`config.mk`:
```
export PLATFORM = sky130hd
export DESIGN_NAME = fp_round_stage
export DESIGN_NICKNAME = d
export VERILOG_FILES = /design/src/rtl/fp_pkg.sv /design/src/rtl/fp_round_core.sv /design/src/rtl/fp_round_stage.sv
export SDC_FILE = /design/constraint.sdc
export NUM_CORES = 1
export LEC_CHECK = 0
export CAP_MARGIN = 20
export CORE_MARGIN = 3
export CORE_UTILIZATION = 53
export DETAILED_ROUTE_END_ITERATION = 7
export MAX_ROUTING_LAYER = met4
export PLACE_DENSITY = 0.86
export SLEW_MARGIN = 20
export SYNTH_ARGS = -nofsm -noshare
export SYNTH_HDL_FRONTEND = slang
export SYNTH_SLANG_ARGS = --single-unit
```
`constraint.sdc`:
```
create_clock -name clk_i -period 4.21 [get_ports clk_i]
set_input_delay 0.842 -clock clk_i [delete_from_list [all_inputs] [get_ports clk_i]]
set_output_delay 0.842 -clock clk_i [all_outputs]
set_load 0.03 [all_outputs]
```
`src/rtl/fp_pkg.sv`:
```
`default_nettype none
// ============================================================================
//  Package     : fp_pkg
//  Description : Shared floating-point types and helpers for the rounding
//                stage: format/rounding-mode enums, the unrounded result
//                bundle, the exception-flag struct and encoding helpers.
//  Revision    : 1.0 - initial release
// ============================================================================
package fp_pkg;

  typedef enum logic [1:0] {
    FP32 = 2'd0,
    FP64 = 2'd1,
    FP16 = 2'd2,
    BF16 = 2'd3
  } fp_format_e;

  typedef enum logic [2:0] {
    RNE = 3'd0,
    RTZ = 3'd1,
    RDN = 3'd2,
    RUP = 3'd3,
    RMM = 3'd4
  } roundmode_e;

  // Widest supported encoding; narrower formats are right-aligned.
  localparam int FP_MAX_WIDTH = 64;

  // Unrounded adder output. exp_cout: 00 in range, 01 overflow, 11 underflow.
  typedef struct packed {
    logic [FP_MAX_WIDTH-1:0] u_result;
    logic [1:0]              rs;
    logic                    round_en;
    logic                    invalid;
    logic [1:0]              exp_cout;
  } uround_res_t;

  typedef struct packed {
    logic nv;
    logic dz;
    logic of;
    logic uf;
    logic nx;
  } fflags_t;

  function automatic int exp_bits(fp_format_e fmt);
    int r;
    case (fmt)
      FP64:    r = 11;
      FP16:    r = 5;
      BF16:    r = 8;
      default: r = 8;
    endcase
    return r;
  endfunction

  function automatic int man_bits(fp_format_e fmt);
    int r;
    case (fmt)
      FP64:    r = 52;
      FP16:    r = 10;
      BF16:    r = 7;
      default: r = 23;
    endcase
    return r;
  endfunction

  function automatic int fp_width(fp_format_e fmt);
    return 1 + exp_bits(fmt) + man_bits(fmt);
  endfunction

  // Canonical quiet NaN: sign 0, exponent all ones, mantissa MSB only.
  function automatic logic [FP_MAX_WIDTH-1:0] canon_nan(fp_format_e fmt);
    logic [FP_MAX_WIDTH-1:0] v;
    int m;
    int e;
    m = man_bits(fmt);
    e = exp_bits(fmt);
    v = '0;
    for (int i = 0; i < FP_MAX_WIDTH; i++) begin
      if ((i >= m) && (i < m + e)) v[i] = 1'b1;
    end
    v[m-1] = 1'b1;
    return v;
  endfunction

  // Largest finite magnitude: exponent all ones except LSB, mantissa all ones.
  function automatic logic [FP_MAX_WIDTH-1:0] max_finite(fp_format_e fmt, logic sign);
    logic [FP_MAX_WIDTH-1:0] v;
    int m;
    int e;
    m = man_bits(fmt);
    e = exp_bits(fmt);
    v = '0;
    for (int i = 0; i < FP_MAX_WIDTH; i++) begin
      if ((i < m) || ((i > m) && (i < m + e))) v[i] = 1'b1;
    end
    v[m+e] = sign;
    return v;
  endfunction

endpackage
`default_nettype wire

```
`src/rtl/fp_round_core.sv`:
```
`default_nettype none
// ============================================================================
//  Module      : fp_round_core
//  Description : Combinational rounding decision: increment bit from the
//                rounding mode, sign, LSB and round/sticky bits, plus the
//                pre-round overflow/underflow indication from exp_cout.
//  Revision    : 1.0 - initial release
// ============================================================================
module fp_round_core
  import fp_pkg::*;
(
  input  logic       sign_i,
  input  logic       lsb_i,
  input  logic [1:0] rs_i,
  input  roundmode_e rnd_i,
  input  logic [1:0] exp_cout_i,
  output logic       inc_o,
  output logic       ovf_pre_o,
  output logic       unf_pre_o
);

  logic w_r;
  logic w_s;

  assign w_r = rs_i[1];
  assign w_s = rs_i[0];

  // Increment selection; unknown mode codes fall back to round-to-nearest-even.
  always_comb begin
    inc_o = 1'b0;
    case (rnd_i)
      RTZ:     inc_o = 1'b0;
      RDN:     inc_o = (w_r | w_s) & sign_i;
      RUP:     inc_o = (w_r | w_s) & ~sign_i;
      RMM:     inc_o = w_r;
      default: inc_o = w_r & (w_s | lsb_i);
    endcase
  end

  assign ovf_pre_o = (exp_cout_i == 2'b01);
  assign unf_pre_o = (exp_cout_i == 2'b11);

endmodule
`default_nettype wire

```
`src/rtl/fp_round_stage.sv`:
```
`default_nettype none
// ============================================================================
//  Module      : fp_round_stage
//  Description : Two-stage valid/ready rounding and packing stage behind the
//                FP adder. S1 captures the operand and rounding decision,
//                S2 applies the increment, resolves overflow/underflow/NaN
//                and registers result and fflags {NV,DZ,OF,UF,NX}.
//                Optional macro FP_ROUND_SKID_EN inserts a 2-entry skid
//                buffer ahead of S1 (registered ready_o, latency 3).
//  Revision    : 1.0 - initial release
// ============================================================================
module fp_round_stage
  import fp_pkg::*;
#(
  parameter  fp_format_e FP_FORMAT = FP32,
  localparam int         FP_WIDTH  = fp_width(FP_FORMAT)
) (
  input  logic                clk_i,
  input  logic                rst_i,
  input  logic                valid_i,
  output logic                ready_o,
  input  uround_res_t         urnd_i,
  input  roundmode_e          rnd_i,
  output logic                valid_o,
  input  logic                ready_i,
  output logic [FP_WIDTH-1:0] result_o,
  output logic [4:0]          fflags_o
);

  localparam int EXP_WIDTH  = exp_bits(FP_FORMAT);
  localparam int MANT_WIDTH = man_bits(FP_FORMAT);
  localparam int EM_WIDTH   = EXP_WIDTH + MANT_WIDTH;

  localparam logic [FP_MAX_WIDTH-1:0] NAN_FULL    = canon_nan(FP_FORMAT);
  localparam logic [FP_MAX_WIDTH-1:0] MAXF_P_FULL = max_finite(FP_FORMAT, 1'b0);
  localparam logic [FP_MAX_WIDTH-1:0] MAXF_N_FULL = max_finite(FP_FORMAT, 1'b1);
  localparam logic [FP_WIDTH-1:0]     NAN_VAL     = NAN_FULL[FP_WIDTH-1:0];
  localparam logic [FP_WIDTH-1:0]     MAXF_POS    = MAXF_P_FULL[FP_WIDTH-1:0];
  localparam logic [FP_WIDTH-1:0]     MAXF_NEG    = MAXF_N_FULL[FP_WIDTH-1:0];

  // Handshake advance terms: a stage loads when empty or draining this cycle.
  logic w_s1_adv;
  logic w_s2_adv;

  // Item presented to S1 (directly from the port, or from the skid buffer).
  logic        w_in_valid;
  uround_res_t w_in_urnd;
  roundmode_e  w_in_rnd;

  // S1 state
  logic                s1_valid_q;
  logic                s1_sign_q;
  logic [EM_WIDTH-1:0] s1_em_q;
  logic                s1_inc_q;
  logic                s1_nx_q;
  logic                s1_ovf_pre_q;
  logic                s1_unf_pre_q;
  logic                s1_invalid_q;
  logic                s1_round_en_q;
  roundmode_e          s1_rnd_q;

  // S2 state
  logic                s2_valid_q;
  logic [FP_WIDTH-1:0] result_q;
  logic [4:0]          fflags_q;

  assign w_s2_adv = ~s2_valid_q | ready_i;
  assign w_s1_adv = ~s1_valid_q | w_s2_adv;

`ifdef FP_ROUND_SKID_EN
  typedef struct packed {
    uround_res_t urnd;
    roundmode_e  rnd;
  } skid_ent_t;

  skid_ent_t  skid_mem_q [2];
  logic       skid_wr_ptr_q;
  logic       skid_rd_ptr_q;
  logic [1:0] skid_cnt_q;
  logic [1:0] skid_cnt_d;
  logic       skid_rdy_q;
  logic       w_push;
  logic       w_pop;

  // ready_o only asserts when a free slot exists, so a push never overflows.
  assign w_push     = valid_i & skid_rdy_q;
  assign w_pop      = (skid_cnt_q != 2'd0) & w_s1_adv;
  assign skid_cnt_d = skid_cnt_q + {1'b0, w_push} - {1'b0, w_pop};

  // Skid FIFO bookkeeping and registered ready.
  always_ff @(posedge clk_i) begin
    if (rst_i) begin
      skid_wr_ptr_q <= 1'b0;
      skid_rd_ptr_q <= 1'b0;
      skid_cnt_q    <= 2'd0;
      skid_rdy_q    <= 1'b1;
    end else begin
      if (w_push) begin
        skid_mem_q[skid_wr_ptr_q] <= '{urnd: urnd_i, rnd: rnd_i};
        skid_wr_ptr_q             <= ~skid_wr_ptr_q;
      end
      if (w_pop) begin
        skid_rd_ptr_q <= ~skid_rd_ptr_q;
      end
      skid_cnt_q <= skid_cnt_d;
      skid_rdy_q <= (skid_cnt_d != 2'd2);
    end
  end

  assign w_in_valid = (skid_cnt_q != 2'd0);
  assign w_in_urnd  = skid_mem_q[skid_rd_ptr_q].urnd;
  assign w_in_rnd   = skid_mem_q[skid_rd_ptr_q].rnd;
  assign ready_o    = skid_rdy_q;
`else
  assign w_in_valid = valid_i;
  assign w_in_urnd  = urnd_i;
  assign w_in_rnd   = rnd_i;
  assign ready_o    = w_s1_adv;
`endif

  // Upper bits of the bundle are padding for narrower formats.
  generate
    if (FP_WIDTH < FP_MAX_WIDTH) begin : g_unused_hi
      logic unused_hi;
      assign unused_hi = ^w_in_urnd.u_result[FP_MAX_WIDTH-1:FP_WIDTH];
    end
  endgenerate

  logic                w_in_sign;
  logic [EM_WIDTH-1:0] w_in_em;
  logic                w_inc;
  logic                w_ovf_pre;
  logic                w_unf_pre;

  assign w_in_sign = w_in_urnd.u_result[FP_WIDTH-1];
  assign w_in_em   = w_in_urnd.u_result[EM_WIDTH-1:0];

  fp_round_core u_core (
    .sign_i     (w_in_sign),
    .lsb_i      (w_in_em[0]),
    .rs_i       (w_in_urnd.rs),
    .rnd_i      (w_in_rnd),
    .exp_cout_i (w_in_urnd.exp_cout),
    .inc_o      (w_inc),
    .ovf_pre_o  (w_ovf_pre),
    .unf_pre_o  (w_unf_pre)
  );

  // S1: capture operand and rounding decision.
  always_ff @(posedge clk_i) begin
    if (rst_i) begin
      s1_valid_q    <= 1'b0;
      s1_sign_q     <= 1'b0;
      s1_em_q       <= '0;
      s1_inc_q      <= 1'b0;
      s1_nx_q       <= 1'b0;
      s1_ovf_pre_q  <= 1'b0;
      s1_unf_pre_q  <= 1'b0;
      s1_invalid_q  <= 1'b0;
      s1_round_en_q <= 1'b0;
      s1_rnd_q      <= RNE;
    end else if (w_s1_adv) begin
      s1_valid_q <= w_in_valid;
      if (w_in_valid) begin
        s1_sign_q     <= w_in_sign;
        s1_em_q       <= w_in_em;
        s1_inc_q      <= w_inc;
        s1_nx_q       <= (|w_in_urnd.rs) & w_in_urnd.round_en;
        s1_ovf_pre_q  <= w_ovf_pre;
        s1_unf_pre_q  <= w_unf_pre;
        s1_invalid_q  <= w_in_urnd.invalid;
        s1_round_en_q <= w_in_urnd.round_en;
        s1_rnd_q      <= w_in_rnd;
      end
    end
  end

  logic [EM_WIDTH-1:0]  w_em_rnd;
  logic [EXP_WIDTH-1:0] w_exp_rnd;
  logic                 w_ovf;
  logic                 w_to_inf;
  logic [FP_WIDTH-1:0]  w_result;
  fflags_t              w_flags;

  // S2 next value: apply increment and resolve special cases by priority
  // invalid > pass-through > underflow > overflow > normal rounding.
  always_comb begin
    w_em_rnd  = s1_em_q + {{(EM_WIDTH-1){1'b0}}, s1_inc_q};
    w_exp_rnd = w_em_rnd[EM_WIDTH-1:MANT_WIDTH];
    w_ovf     = s1_ovf_pre_q | (&w_exp_rnd);
    case (s1_rnd_q)
      RTZ:     w_to_inf = 1'b0;
      RDN:     w_to_inf = s1_sign_q;
      RUP:     w_to_inf = ~s1_sign_q;
      default: w_to_inf = 1'b1;
    endcase
    w_flags  = '0;
    w_result = {s1_sign_q, w_em_rnd};
    if (s1_invalid_q) begin
      w_result   = NAN_VAL;
      w_flags.nv = 1'b1;
    end else if (!s1_round_en_q) begin
      w_result = {s1_sign_q, s1_em_q};
    end else if (s1_unf_pre_q) begin
      w_result   = {s1_sign_q, {EM_WIDTH{1'b0}}};
      w_flags.uf = 1'b1;
      w_flags.nx = 1'b1;
    end else if (w_ovf) begin
      if (w_to_inf) begin
        w_result = {s1_sign_q, {EXP_WIDTH{1'b1}}, {MANT_WIDTH{1'b0}}};
      end else begin
        w_result = s1_sign_q ? MAXF_NEG : MAXF_POS;
      end
      w_flags.of = 1'b1;
      w_flags.nx = 1'b1;
    end else begin
      w_flags.nx = s1_nx_q;
      w_flags.uf = s1_nx_q & ~(|w_exp_rnd);
    end
  end

  // S2: register final encoding and flags; hold while downstream stalls.
  always_ff @(posedge clk_i) begin
    if (rst_i) begin
      s2_valid_q <= 1'b0;
      result_q   <= '0;
      fflags_q   <= '0;
    end else if (w_s2_adv) begin
      s2_valid_q <= s1_valid_q;
      if (s1_valid_q) begin
        result_q <= w_result;
        fflags_q <= w_flags;
      end
    end
  end

  assign valid_o  = s2_valid_q;
  assign result_o = result_q;
  assign fflags_o = fflags_q;

endmodule
`default_nettype wire

```
==> run metrics <==
Final Hold Viols 0; Boundary Pins 116; r2r worst-path depth 9; GPL Wtd Cong 0.9897; Rel. slew slack 0.2528; Setup-failing EPs final 0; WHS Path Cells 2; Yosys top cell area share 0.3648; CTS Hold Bufs 0; FP Rows 32; Max Cap Viol 0; yosys warns 0; Synth area leaders dfxtp_1, nand2_1, a21oi_1; Distinct cells, synth 64; # nets final 730; Post-CTS Resized 0; critical path startpoint s1_em_q[0]; Net Count, Synth 667; Yosys reg bits 79; GRT Resource Usage Total 0.3288; Clock Path Buffers 2; via count 4896; share of post-route cells with drive strength above 1 0.05945; Synth Instances 588; clk slew on worst S/H paths 0.10 ns; Clock Latency Late Sink 0.35 ns; total grt overflow 0; Achievable Freq 0.2830 GHz; first drt pass iteration count 5; Bufs and invs on worst path 0; outcome complete, no violations; maximum number of pins on one net before global-route repair 49; clock period minus final worst setup slack 3.534 ns; Pleak 0.001811 uW; RSZ-0062 raised after global routing false; Setup crit start kind flop; core area 7848 um2; Clock Skew 0.01424 ns; hold path startpoint fflags_o[0]; Crit path required time 4.48 ns; post-route DRC violation count 0; CP Capture Type flop; first-pass GRT wire length 22.58 mm; Iteration-0 DRC Markers 531; DIE WIDTH 96.45 um; final WL 14.57 mm; dominant cell type by area after synthesis dfxtp_1; RR Startpoint s1_em_q[0]; Ant. Diodes 0; crit path max fanout 5; Worst path top cell family by delay simple AND/OR/NAND/NOR gates; CP max stage delay 0.73 ns; CP most frequent cell ha_1; r2r setup slk 0.68 ns; worst hold margin 0.4565 ns; hpwl dp 10.93 mm; sequential area share after synthesis 0.3648; H-tree depth 3; Crit Path Class reg -> reg; slowest CP cell nor3_1; CTS tree done; Arr. time, crit path 3.81 ns; EDFF count, synth 0; Worst IR Drop VDD 0.2131 mV; Hold Path Class reg -> reg; Layout area overhead 25.02%; PD cells 324.1 nW/um2; Post-CTS Setup Bufs 0; RR Endpoint result_o[18]; IO Port Bufs 82; worst hold endpoint fflags_o[0]; vias in the first global route 4477; commonest non-fill, non-tap cells in the layout nand2_1, clkdlybuf4s50_1, dfxtp_1, a21oi_1, nor2_1; DIE AREA 9302 um2; final worst-path cycle share 0.8394; Mapped Area 4335 um2; CTS root buffer clkbuf_8; vias per inst 6.459; antenna violations before repair 0; post-route ant nets 0; async set-reset flop share out of synthesis 0; Initial Util 0.5525; setup TNS 0 ns; CTS Buf Count 9; Avg Inst Size Synth 7.373 um2; commonest non-fill, non-tap cell in the layout nand2_1; worst slew pin tran 1.112 ns; die extent in y 96.45 um; CP cell instances ha_1 > ha_1 > and3_1 > nand2_1 > nor4_1 > a2bb2o_1 > nor3_1 > o221ai_1 > o31ai_1; DR WL/cell 19.22 um; CTS sink count 79; Most used DFF post-synth dfxtp_1; Max Slew Vio Count 0
## sequential cells by signal, indices dropped and copies added (netlist names)
signal and cells:
s1_nx_q 1, s1_round_en_q 1, s1_sign_q 1, s1_ovf_pre_q 1, s1_em_q 31, s1_rnd_q 3
result_o 32, s1_valid_q 1, s1_unf_pre_q 1, valid_o 1, fflags_o 4, s1_invalid_q 1
s1_inc_q 1
## metal layers
| layer | up-vias | GRT usage | wire length, um |
|---|---|---|---|
| met3 | 32 | 0.05809 | 1236 |
| met4 | 0 | 0.1308 | 371 |
| met2 | 296 | 0.5138 | 6746 |
| li1 | 2277 | - | - |
| met1 | 2291 | 0.4230 | 6212 |
| met5 | - | - | 0 |
## stage by stage
step                      std cells  total power, uW  setup slack, ns  area (um2)    util
after floorplan                 588            992.3            1.554        4335       -
after global placement          742             1109           0.7808        5189  0.6612
after detailed placement        742             1117           0.8260        5191  0.6615
after CTS                       758             1754           0.8284        5420  0.6907
after global routing            758             1826           0.6084        5420  0.6907
final                           758             1757           0.6761        5420  0.6907
## worst min-delay path, delay by kind of cell, from the launching register on
family          cells  cell delay (ns)
compound gates      1             0.05
flops               1             0.32
simple gates        1             0.05
## worst max path at each step
stage / to / cells after the start
final: result_o[18] / 9
after global routing: result_o[18] / 9
after CTS: result_o[18] / 9
after detailed placement: result_o[18] / 9
after global placement: result_o[18] / 9
after floorplan: result_o[12] / 9
## Yosys cell counts (all sizes together) (7+ instances only)
cell type,count
o31ai,12
nand3,17
o311ai,9
o21ai,18
xnor2,8
a22oi,11
nor2,46
nand4,17
nor4,8
clkbuf,28
a21boi,8
nor3,14
a21oi,61
nand2,129
a31oi,11
o211ai,7
buf,14
dfxtp,79
inv,8
o32ai,7
## logic make-up (layout without fill, tap and decap cells)
kind of cell / Yosys count / count (layout) / share of synthesized area
flops: 79 / 79 / 0.3648
xor+xnor: 10 / 10 / 0.02020
fa+ha+maj: 2 / 2 / 0.005771
simple gates: 267 / 267 / 0.2880
compound gates: 176 / 176 / 0.2678
mux: 1 / 1 / 0.002309
other cells: 1 / 1 / 0.0008650
buf+inv: 52 / 120 / 0.05022
## final cells by class
class,instances,area [um2]
Clock inverter,7,105.1
Fill cell,645,2427
Inverter,10,37.54
Timing Repair Buffer,94,905.9
Clock buffer,9,123.9
Sequential cell,79,1582
Tap cell,102,127.6
Multi-Input combinational cell,457,2539
## power by group
part,total [uW],switching [uW],internal (uW)
sequential,832,49.3,782
combinational,274,157,117
clock,651,308,343
Note: power is estimated with default switching activity, not from simulation.
